`src/rtl/varredura_matriz_pkg.sv`:
```
// varredura_matriz_pkg
//   Shared constants for the LED matrix scanner: output polarities, default
//   geometry/timing values and a width helper.
//   Optional feature macro used by the design: MATRIZ_PISCAR_EN (per-pixel blink).
//   No ports (package).
package varredura_matriz_pkg;

  // Output polarities: rows drive high to light, columns are selected low.
  localparam logic LINHA_ATIVA  = 1'b1;
  localparam logic COLUNA_ATIVA = 1'b0;

  // Default parameter values.
  localparam int LINHAS_PADRAO         = 7;
  localparam int COLUNAS_PADRAO        = 5;
  localparam int DIV_VARREDURA_PADRAO  = 64;
  localparam int QUADROS_PISCAR_PADRAO = 32;

  // Bits needed to hold the values 0..n-1 (at least one bit).
  function automatic int largura(input int n);
    return (n > 1) ? $clog2(n) : 1;
  endfunction

endpackage

```
`src/rtl/varredura_matriz_contador.sv`:
```
// contador_varredura
//   Scan timebase: a prescaler counting 0..DIV_VARREDURA-1 and a column index
//   counting 0..COLUNAS-1 that advances on every prescaler wrap.
//   Ports:
//     clock, reset   - rising-edge clock, asynchronous active-high reset
//     coluna         - current column index (registered)
//     fim_quadro     - registered strobe, high exactly while the prescaler is
//                      at DIV_VARREDURA-1 and the column is COLUNAS-1
module contador_varredura
  import varredura_matriz_pkg::*;
#(
  parameter int COLUNAS       = COLUNAS_PADRAO,
  parameter int DIV_VARREDURA = DIV_VARREDURA_PADRAO,
  localparam int PW = largura(DIV_VARREDURA),
  localparam int CW = largura(COLUNAS)
) (
  input  logic          clock,
  input  logic          reset,
  output logic [CW-1:0] coluna,
  output logic          fim_quadro
);

  localparam logic [PW-1:0] PRESC_MAX = PW'(DIV_VARREDURA - 1);
  localparam logic [CW-1:0] COL_MAX   = CW'(COLUNAS - 1);

  logic [PW-1:0] presc_q, presc_d;
  logic [CW-1:0] col_q, col_d;
  logic          fim_q, fim_d;
  logic          wrap;

  always_comb begin
    wrap    = (presc_q == PRESC_MAX);
    presc_d = wrap ? '0 : presc_q + 1'b1;
    col_d   = col_q;
    if (wrap) begin
      col_d = (col_q == COL_MAX) ? '0 : col_q + 1'b1;
    end
    // Decoded from the next state so the strobe is a flop yet lines up with
    // the last prescaler cycle of the last column.
    fim_d = (presc_d == PRESC_MAX) && (col_d == COL_MAX);
  end

  always_ff @(posedge clock or posedge reset) begin
    if (reset) begin
      presc_q <= '0;
      col_q   <= '0;
      fim_q   <= 1'b0;
    end else begin
      presc_q <= presc_d;
      col_q   <= col_d;
      fim_q   <= fim_d;
    end
  end

  assign coluna     = col_q;
  assign fim_quadro = fim_q;

endmodule

```
`src/rtl/varredura_matriz.sv`:
```
// varredura_matriz
//   Multiplexed LED matrix driver. An image (mapa) and blink mask (piscar) are
//   captured into a pending buffer on atualizar, promoted to the display buffer
//   at each frame boundary, and scanned out one column at a time.
//   Optional feature: define MATRIZ_PISCAR_EN to build the blink counter,
//   blink phase and piscar buffers; without it piscar is ignored.
//   Ports:
//     clock, reset  - rising-edge clock, asynchronous active-high reset
//     enable        - 1 drives the matrix, 0 blanks it (scan keeps running)
//     mapa, piscar  - image and blink mask, bit c*LINHAS+r = row r of column c
//     atualizar     - one-cycle pulse capturing mapa/piscar
//     linhas        - row data of the active column (active-high, registered)
//     colunas       - one-hot column select (active-low, registered)
//     fim_quadro    - one-cycle pulse at the end of the last column's dwell
module varredura_matriz
  import varredura_matriz_pkg::*;
#(
  parameter int LINHAS         = LINHAS_PADRAO,
  parameter int COLUNAS        = COLUNAS_PADRAO,
  parameter int DIV_VARREDURA  = DIV_VARREDURA_PADRAO,
  parameter int QUADROS_PISCAR = QUADROS_PISCAR_PADRAO
) (
  input  logic                      clock,
  input  logic                      reset,
  input  logic                      enable,
  input  logic [LINHAS*COLUNAS-1:0] mapa,
  input  logic [LINHAS*COLUNAS-1:0] piscar,
  input  logic                      atualizar,
  output logic [LINHAS-1:0]         linhas,
  output logic [COLUNAS-1:0]        colunas,
  output logic                      fim_quadro
);

  localparam int N  = LINHAS * COLUNAS;
  localparam int CW = largura(COLUNAS);

  logic [CW-1:0] coluna;
  logic          fim;

  contador_varredura #(
    .COLUNAS       (COLUNAS),
    .DIV_VARREDURA (DIV_VARREDURA)
  ) u_contador (
    .clock      (clock),
    .reset      (reset),
    .coluna     (coluna),
    .fim_quadro (fim)
  );

  logic [N-1:0] pend_mapa_q, pend_mapa_d;
  logic [N-1:0] disp_mapa_q, disp_mapa_d;
  logic [N-1:0] visivel;

  // The display buffer takes the pending value as it stood before the
  // boundary edge, so a capture on that same edge waits one more frame.
  always_comb begin
    pend_mapa_d = atualizar ? mapa : pend_mapa_q;
    disp_mapa_d = fim ? pend_mapa_q : disp_mapa_q;
  end

  always_ff @(posedge clock or posedge reset) begin
    if (reset) begin
      pend_mapa_q <= '0;
      disp_mapa_q <= '0;
    end else begin
      pend_mapa_q <= pend_mapa_d;
      disp_mapa_q <= disp_mapa_d;
    end
  end

`ifdef MATRIZ_PISCAR_EN
  localparam logic [7:0] QUADRO_MAX = 8'(QUADROS_PISCAR - 1);

  logic [N-1:0] pend_pisc_q, pend_pisc_d;
  logic [N-1:0] disp_pisc_q, disp_pisc_d;
  logic [7:0]   quadro_q, quadro_d;
  logic         fase_q, fase_d;

  always_comb begin
    pend_pisc_d = atualizar ? piscar : pend_pisc_q;
    disp_pisc_d = fim ? pend_pisc_q : disp_pisc_q;
    quadro_d    = quadro_q;
    fase_d      = fase_q;
    if (fim) begin
      if (quadro_q == QUADRO_MAX) begin
        quadro_d = '0;
        fase_d   = ~fase_q;
      end else begin
        quadro_d = quadro_q + 8'd1;
      end
    end
  end

  always_ff @(posedge clock or posedge reset) begin
    if (reset) begin
      pend_pisc_q <= '0;
      disp_pisc_q <= '0;
      quadro_q    <= '0;
      fase_q      <= 1'b0;
    end else begin
      pend_pisc_q <= pend_pisc_d;
      disp_pisc_q <= disp_pisc_d;
      quadro_q    <= quadro_d;
      fase_q      <= fase_d;
    end
  end

  // Blinking pixels go dark while the phase is 1.
  assign visivel = disp_mapa_q & ~(disp_pisc_q & {N{fase_q}});
`else
  logic unused_piscar;
  localparam int unused_quadros = QUADROS_PISCAR;
  assign unused_piscar = ^piscar;
  assign visivel       = disp_mapa_q;
`endif

  logic [LINHAS-1:0]  aceso;
  logic [LINHAS-1:0]  linhas_q, linhas_d;
  logic [COLUNAS-1:0] colunas_q, colunas_d;

  // Row data and column select are both taken from the same column index and
  // registered together, so a column never sees another column's data.
  always_comb begin
    aceso     = '0;
    colunas_d = {COLUNAS{~COLUNA_ATIVA}};
    for (int c = 0; c < COLUNAS; c++) begin
      if (coluna == CW'(c)) begin
        aceso = visivel[c*LINHAS +: LINHAS];
        if (enable) colunas_d[c] = COLUNA_ATIVA;
      end
    end
    linhas_d = enable ? (aceso ^ {LINHAS{~LINHA_ATIVA}}) : {LINHAS{~LINHA_ATIVA}};
  end

  always_ff @(posedge clock or posedge reset) begin
    if (reset) begin
      linhas_q  <= {LINHAS{~LINHA_ATIVA}};
      colunas_q <= {COLUNAS{~COLUNA_ATIVA}};
    end else begin
      linhas_q  <= linhas_d;
      colunas_q <= colunas_d;
    end
  end

  assign linhas     = linhas_q;
  assign colunas    = colunas_q;
  assign fim_quadro = fim;

endmodule

```
`config.mk`:
```
export PLATFORM = sky130hd
export DESIGN_NAME = varredura_matriz
export DESIGN_NICKNAME = d
export VERILOG_FILES = /design/src/rtl/varredura_matriz_pkg.sv /design/src/rtl/varredura_matriz_contador.sv /design/src/rtl/varredura_matriz.sv
export SDC_FILE = /design/constraint.sdc
export NUM_CORES = 1
export LEC_CHECK = 0
export CAP_MARGIN = 10
export CORE_MARGIN = 2
export CORE_UTILIZATION = 50
export DETAILED_ROUTE_END_ITERATION = 6
export PLACE_DENSITY = 0.8
export SLEW_MARGIN = 20
export SYNTH_ARGS = -nofsm -noshare
export SYNTH_HDL_FRONTEND = slang
export SYNTH_HIERARCHICAL = 1
export SYNTH_SLANG_ARGS = --single-unit
export TNS_END_PERCENT = 50
```
`constraint.sdc`:
```
create_clock -name clock -period 3.1 [get_ports clock]
set_clock_uncertainty 0.1 [all_clocks]
set_input_delay 0.31 -clock clock [delete_from_list [all_inputs] [get_ports clock]]
set_output_delay 0.31 -clock clock [all_outputs]
set_load 0.005 [all_outputs]
```
Yosys cells after proc, flatten, opt, wreduce, memory -nomap -nowiden

Cells that the tools add are included.

Flip-flop bits (word level): 92
Bits in latches: 0
Memory bits (writable): 0
Memory bits (read-only): 0
Input bits: 74
Output and inout port bits: 13
Word-level logic and storage cells: 33
Memories: 0

Add/subtract/negate cells: 2
$mul: 0
Divide/modulo/power cells: 0
$lt $le $gt $ge: 0
Equality and inequality tests: 7
Shifts and indexed selects: 0
Multiplexer cells: 15
Bitwise operators: 0
Reductions and logical operators: 2

Operators with widths:

| operator              | count |
|---|---|
| $mux W7               | 6 |
| $eq A6 B6 Y1 const B  | 2 |
| $add A6 B1 Y6 const B | 1 |
| $eq A3 B2 Y1 const B  | 2 |
| $eq A3 B3 Y1 const B  | 2 |
| $mux W1               | 6 |
| $mux W3               | 2 |
| $mux W6               | 1 |
| $add A3 B1 Y3 const B | 1 |
| $eq A3 B1 Y1 const B  | 1 |
| $logic_not A3 Y1      | 1 |
| $logic_and A1 B1 Y1   | 1 |

Depth between registers and ports, before layout

Depth in word-level cells: 7
Depth in mapped cells: 6
Gate-level depth less buffers: 6

Hierarchy

Netlist, hierarchy kept.

Modules (own cells, without submodules):

| module             | times used | cells each | area each (um^2) |
|---|---|---|---|
| varredura_matriz   | 1          | 207        | 3259.4 |
| contador_varredura | 1          | 55         | 555.5 |

Least setup slack after synthesis

Ideal clock, no wire load.

Path kind: register -> register
Start: register u_contador.presc_q[0]
End: register u_contador.fim_q (netlist: u_contador/fim_quadro)
Setup time: 0.123 ns
Data arrival time: 1.273 ns
Slack: 1.603 ns
Cell stages (with the launch flop): 6
Clock period less this slack: 1.497 ns
Cell sequence: dfrtp_1 > ha_1 > nand2_1 > o31ai_1 > a21boi_2 > nor4_2

Word-level cells in the longest chain between the ends: 4
Elaborated cells between the ends (all ways): 7
Classes of those cells: 1 x add/sub; 3 x eq/ne; 2 x mux; 1 x reduce/logical

Ends and longest elaborated chain:

| element                                       | RTL line                                                         | source |
|---|---|---|
| start, declared                               | varredura_matriz_contador.sv:26                                  | `logic [PW-1:0] presc_q, presc_d;` |
| start signal, assigned                        | varredura_matriz_contador.sv:49                                  | `presc_q <= presc_d;` |
| $add A6 B1 Y6 or $eq A6 B6 Y1 (tied branches) | varredura_matriz_contador.sv:33, varredura_matriz_contador.sv:32 |  |
| $mux W6 or $mux W3 (tied branches)            | varredura_matriz_contador.sv:33, varredura_matriz_contador.sv:35 |  |
| $eq A6 B6 Y1 or $eq A3 B3 Y1 (tied branches)  | varredura_matriz_contador.sv:40                                  | `fim_d = (presc_d == PRESC_MAX) && (col_d == COL_MAX);` |
| $logic_and A1 B1 Y1 *                         | varredura_matriz_contador.sv:40                                  |  |
| via u_contador.fim_d                          | varredura_matriz_contador.sv:28                                  | `logic fim_q, fim_d;` |
| end signal, assigned                          | varredura_matriz_contador.sv:51                                  | `fim_q <= fim_d;` |
| end, declared                                 | varredura_matriz_contador.sv:28                                  |  |

The timed path passes the listed nets; every way through them passes the cells marked *.
A chain may end at the register's enable or synchronous reset.

Final worst setup path

Start: register u_contador.fim_q (netlist: u_contador/fim_quadro)
End: output port fim_quadro

RTL lines:

| element       | RTL line               | source |
|---|---|---|
| end, declared | varredura_matriz.sv:31 | `output logic fim_quadro` |

No word-level cell between the ends.

==> out/qor.csv <==
stage,metric,value,unit
synthesis,register bit count reported by yosys,92,
clock_network,clock buffer depth,2,
setup_path,CP required,2.69,ns
synthesis,Mapped Area,3810,µm²
setup_path,crit end category,primary output,
setup_path,Worst Path Buf+Inv,1,
grt,vias in the first global route,2260,
finish,Final #Nets,397,
drt,DRC Markers,0,
finish,Final Instance Count excl. Fillers,423,
sta,Worst Tran Pin Value,0.727,ns
sta,minimum clock period,2.18,ns
sta,slew margin rel.,51.5,%
power,PwrDens,508,nW/µm²
setup_path,Crit Reg-Reg Startpoint,u_contador/coluna[0],
synthesis,"EDFF count, synth",0,
clock_network,clk slew on worst S/H paths,0.09,ns
floorplanning,core area,7330,µm²
power,Reg power frac,53.6,%
power,VDD IR max,0.324,mV
power,clock network fraction of design power,40.8,%
power,sw frac,19.5,%
setup_path,crit path from,u_contador/fim_quadro,
synthesis,register area share after synthesis,60.5,%
synthesis,ys flop type,dfrtp_1,
clock_network,clock sink count,92,
synthesis,"Avg Cell Area, Syn",14.6,µm²
sta,RSZ-0062 raised after global routing,no,
sta,Slew Limit Fails,0,
setup_path,Setup CP Type,reg2out,
setup_path,Critical Path AT,1.77,ns
sta,final setup fails,0,
floorplanning,Die Ht,91.4,µm
floorplanning,Die X,91.4,µm
place,final HPWL from detailed placement,4690,µm
power,leakage,2.09,nW
run,Max-Cap Viols,0,
setup_path,CP max-delay cell,dfrtp_1,
grt,total grt overflow,0,
grt,GRT Util Overall,16.7,%
sta,period utilization,70.2,%
setup_path,crit-path cells,clkdlybuf4s50_1,
sta,Setup TNS,0,ns
grt,antenna violations before repair,0,
setup_path,"Max FO, Critical Path",16,
clock_network,Post-CTS Setup Bufs,0,
synthesis,"Net Count, Synth",340,
synthesis,Syn Inst Count,262,
floorplanning,die area,8340,µm²
floorplanning,IO Pins,87,
clock_network,TritonCTS Buffers,9,
grt,largest net degree at the start of global routing,48,
place,PortBufs,51,
drt,Routed Wire Length,6520,µm
grt,"Most Used Layer, Global Route",met2,
power,internal power,1.90,mW
setup_path,Startpoint Class,register,
clock_network,CTS resizes,0,
finish,share of cells above drive strength 1,14.5,%
floorplanning,Initial Utilization,52.0,%
worst_hold_path,HP Class,in2async,
setup_path,Worst Reg-to-Reg Cells,6,
clock_network,CTS tree,yes,
sta,"Hold Vio Cnt, Final",0,
clock_network,Root Buffer,clkbuf_8,
finish,Syn-to-layout area delta,22.0,%
sta,highest clock rate,0.460,GHz
clock_network,htree depth,3,
place,GP Congestion,0.757,
setup_path,Critical Path Max Stage Delay,0.80,ns
grt,global-route met3 utilization,2.82,%
floorplanning,num rows,31,
drt,Detailed Route Iter0 Violations,66,
grt,met1 Use GR,21.4,%
finish,Fillers,536,
drt,DR WL/cell,15.4,µm
power,Gate power share,5.5,%
place,Placed Cells,407,
drt,drt first pass iters,4,
setup_path,CP top delay family,flip-flops,
power,switching pwr,0.462,mW
clock_network,hold-fix buffers at CTS,0,
drt,post-DR vias/cell,5.22,
outcome,status,finished clean,
grt,global-route wire length before repair,10800,µm
finish,n_diodes,0,
drt,post-route ant nets,0,
synthesis,Cell variety after synth,38,
synthesis,ys async rst share,100,%
setup_path,CP Depth,1,
drt,via count,2208,
grt,grt met2 use,28.7,%
clock_network,latest clock arrival within the worst-skew pair,0.34,ns
synthesis,YS warnings,6,
-- sequential cells by signal, indices dropped and copies added, names as in the netlist --
signal / flops
colunas: 5
disp_mapa_q: 35
u_contador/coluna: 3
u_contador/fim_quadro: 1
u_contador/presc_q: 6
linhas: 7
pend_mapa_q: 35
-- synth_stat cells (2+ instances only) --
| master | count | area share, % |
|---|---|---|
| o21ai_1 | 2 | 0.26 |
| dfrtp_1 | 87 | 57 |
| or2_1 | 2 | 0.33 |
| dfstp_2 | 5 | 3.4 |
| mux2_2 | 10 | 3.0 |
| buf_6 | 7 | 2.1 |
| nand2_2 | 2 | 0.33 |
| inv_1 | 10 | 0.98 |
| mux2i_1 | 12 | 3.1 |
| o221ai_1 | 6 | 1.4 |
| xnor2_1 | 2 | 0.46 |
| buf_2 | 3 | 0.39 |
| mux2_1 | 61 | 18 |
| nor2_1 | 6 | 0.59 |
| a21oi_1 | 2 | 0.26 |
| nand3_1 | 7 | 0.92 |
| ha_1 | 4 | 1.3 |
| nand2_1 | 12 | 1.2 |
| and2_1 | 2 | 0.33 |
| xor2_1 | 2 | 0.46 |
-- power by group through the flow --
| stage | sequential [mW] | combinational (mW) | clock (mW) |
|---|---|---|---|
| 5_1_grt | 1.27 | 0.146 | 1.04 |
| 2_1_floorplan | 1.28 | 0.0700 | 0 |
| 3_3_place_gp | 1.29 | 0.131 | 0 |
| 4_1_cts | 1.27 | 0.135 | 0.983 |
| 6_report | 1.27 | 0.131 | 0.965 |
| 3_5_place_dp | 1.29 | 0.135 | 0 |
-- layout make-up --
type,instances,area (µm²),share of cell area [%]
sequential,92,2310,49.6
multi-input combinational,148,1360,29.3
timing repair buffer,57,568,12.2
clock buffer,12,155,3.33
tap,99,124,2.66
clock inverter,4,95.1,2.04
inverter,11,41.3,0.887
-- worst paths after layout --
| check | to | slack (ns) |
|---|---|---|
| setup / recovery | fim_quadro | 0.92 |
| hold / removal | u_contador/coluna[2] | 0.19 |
| setup reg to reg | u_contador/fim_quadro | 1.24 |
| hold reg to reg | linhas[1] | 0.39 |
| max in group asynchronous | disp_mapa_q[16] | 1.86 |
| min in group clock | linhas[1] | 0.39 |
-- stage by stage --
stage	worst slack, ns	power, mW	hold slack (ns)	utilization, %	area (µm²)
2_1_floorplan	0.590	1.35	0.0502	-	3810
3_3_place_gp	1.06	1.42	0.364	60.1	4410
3_5_place_dp	1.04	1.43	0.374	60.1	4410
4_1_cts	0.886	2.39	0.197	63.5	4660
5_1_grt	0.851	2.46	0.251	63.5	4660
6_report	0.924	2.37	0.185	63.5	4660
-- logic make-up (layout without fill, tap and decap cells) --
logic type | count (synthesis) | in the layout | synth area share, %
XOR/XNOR | 4 | 4 | 0.919
flip-flops | 92 | 92 | 60.5
adder cells (fa/ha/maj) | 4 | 4 | 1.31
AND/OR/NAND/NOR | 39 | 39 | 5.74
AO/OA/AOI/OAI | 18 | 18 | 3.67
buffers and inverters | 22 | 84 | 3.74
multiplexers | 83 | 83 | 24.1
-- metal layers --
layer / wire, µm / vias up / part of all wire (%)
met1: 2820 / 1123 / 43
met4: 108 / 0 / 1.7
li1: - / 1029 / -
met3: 200 / 11 / 3.1
met2: 3390 / 45 / 52
met5: 0 / - / 0
-- placed cells by master (no fill, tap or decap), types with 2 or more instances in the layout --
cell type and count:
nand2_2 2, o21ai_1 2, mux2_2 10, inv_2 2, nand2_1 12, mux2_1 61
clkbuf_8 11, bufinv_16 3, a21oi_1 2, nor2_1 6, o221ai_1 6, or2_1 2
xnor2_1 2, ha_1 4, dfstp_2 5, buf_4 5, clkdlybuf4s50_1 51, inv_1 9
and2_1 2, dfrtp_1 87, xor2_1 2, mux2i_1 12, nand3_1 7
Note: power is estimated with default switching activity, not from simulation.
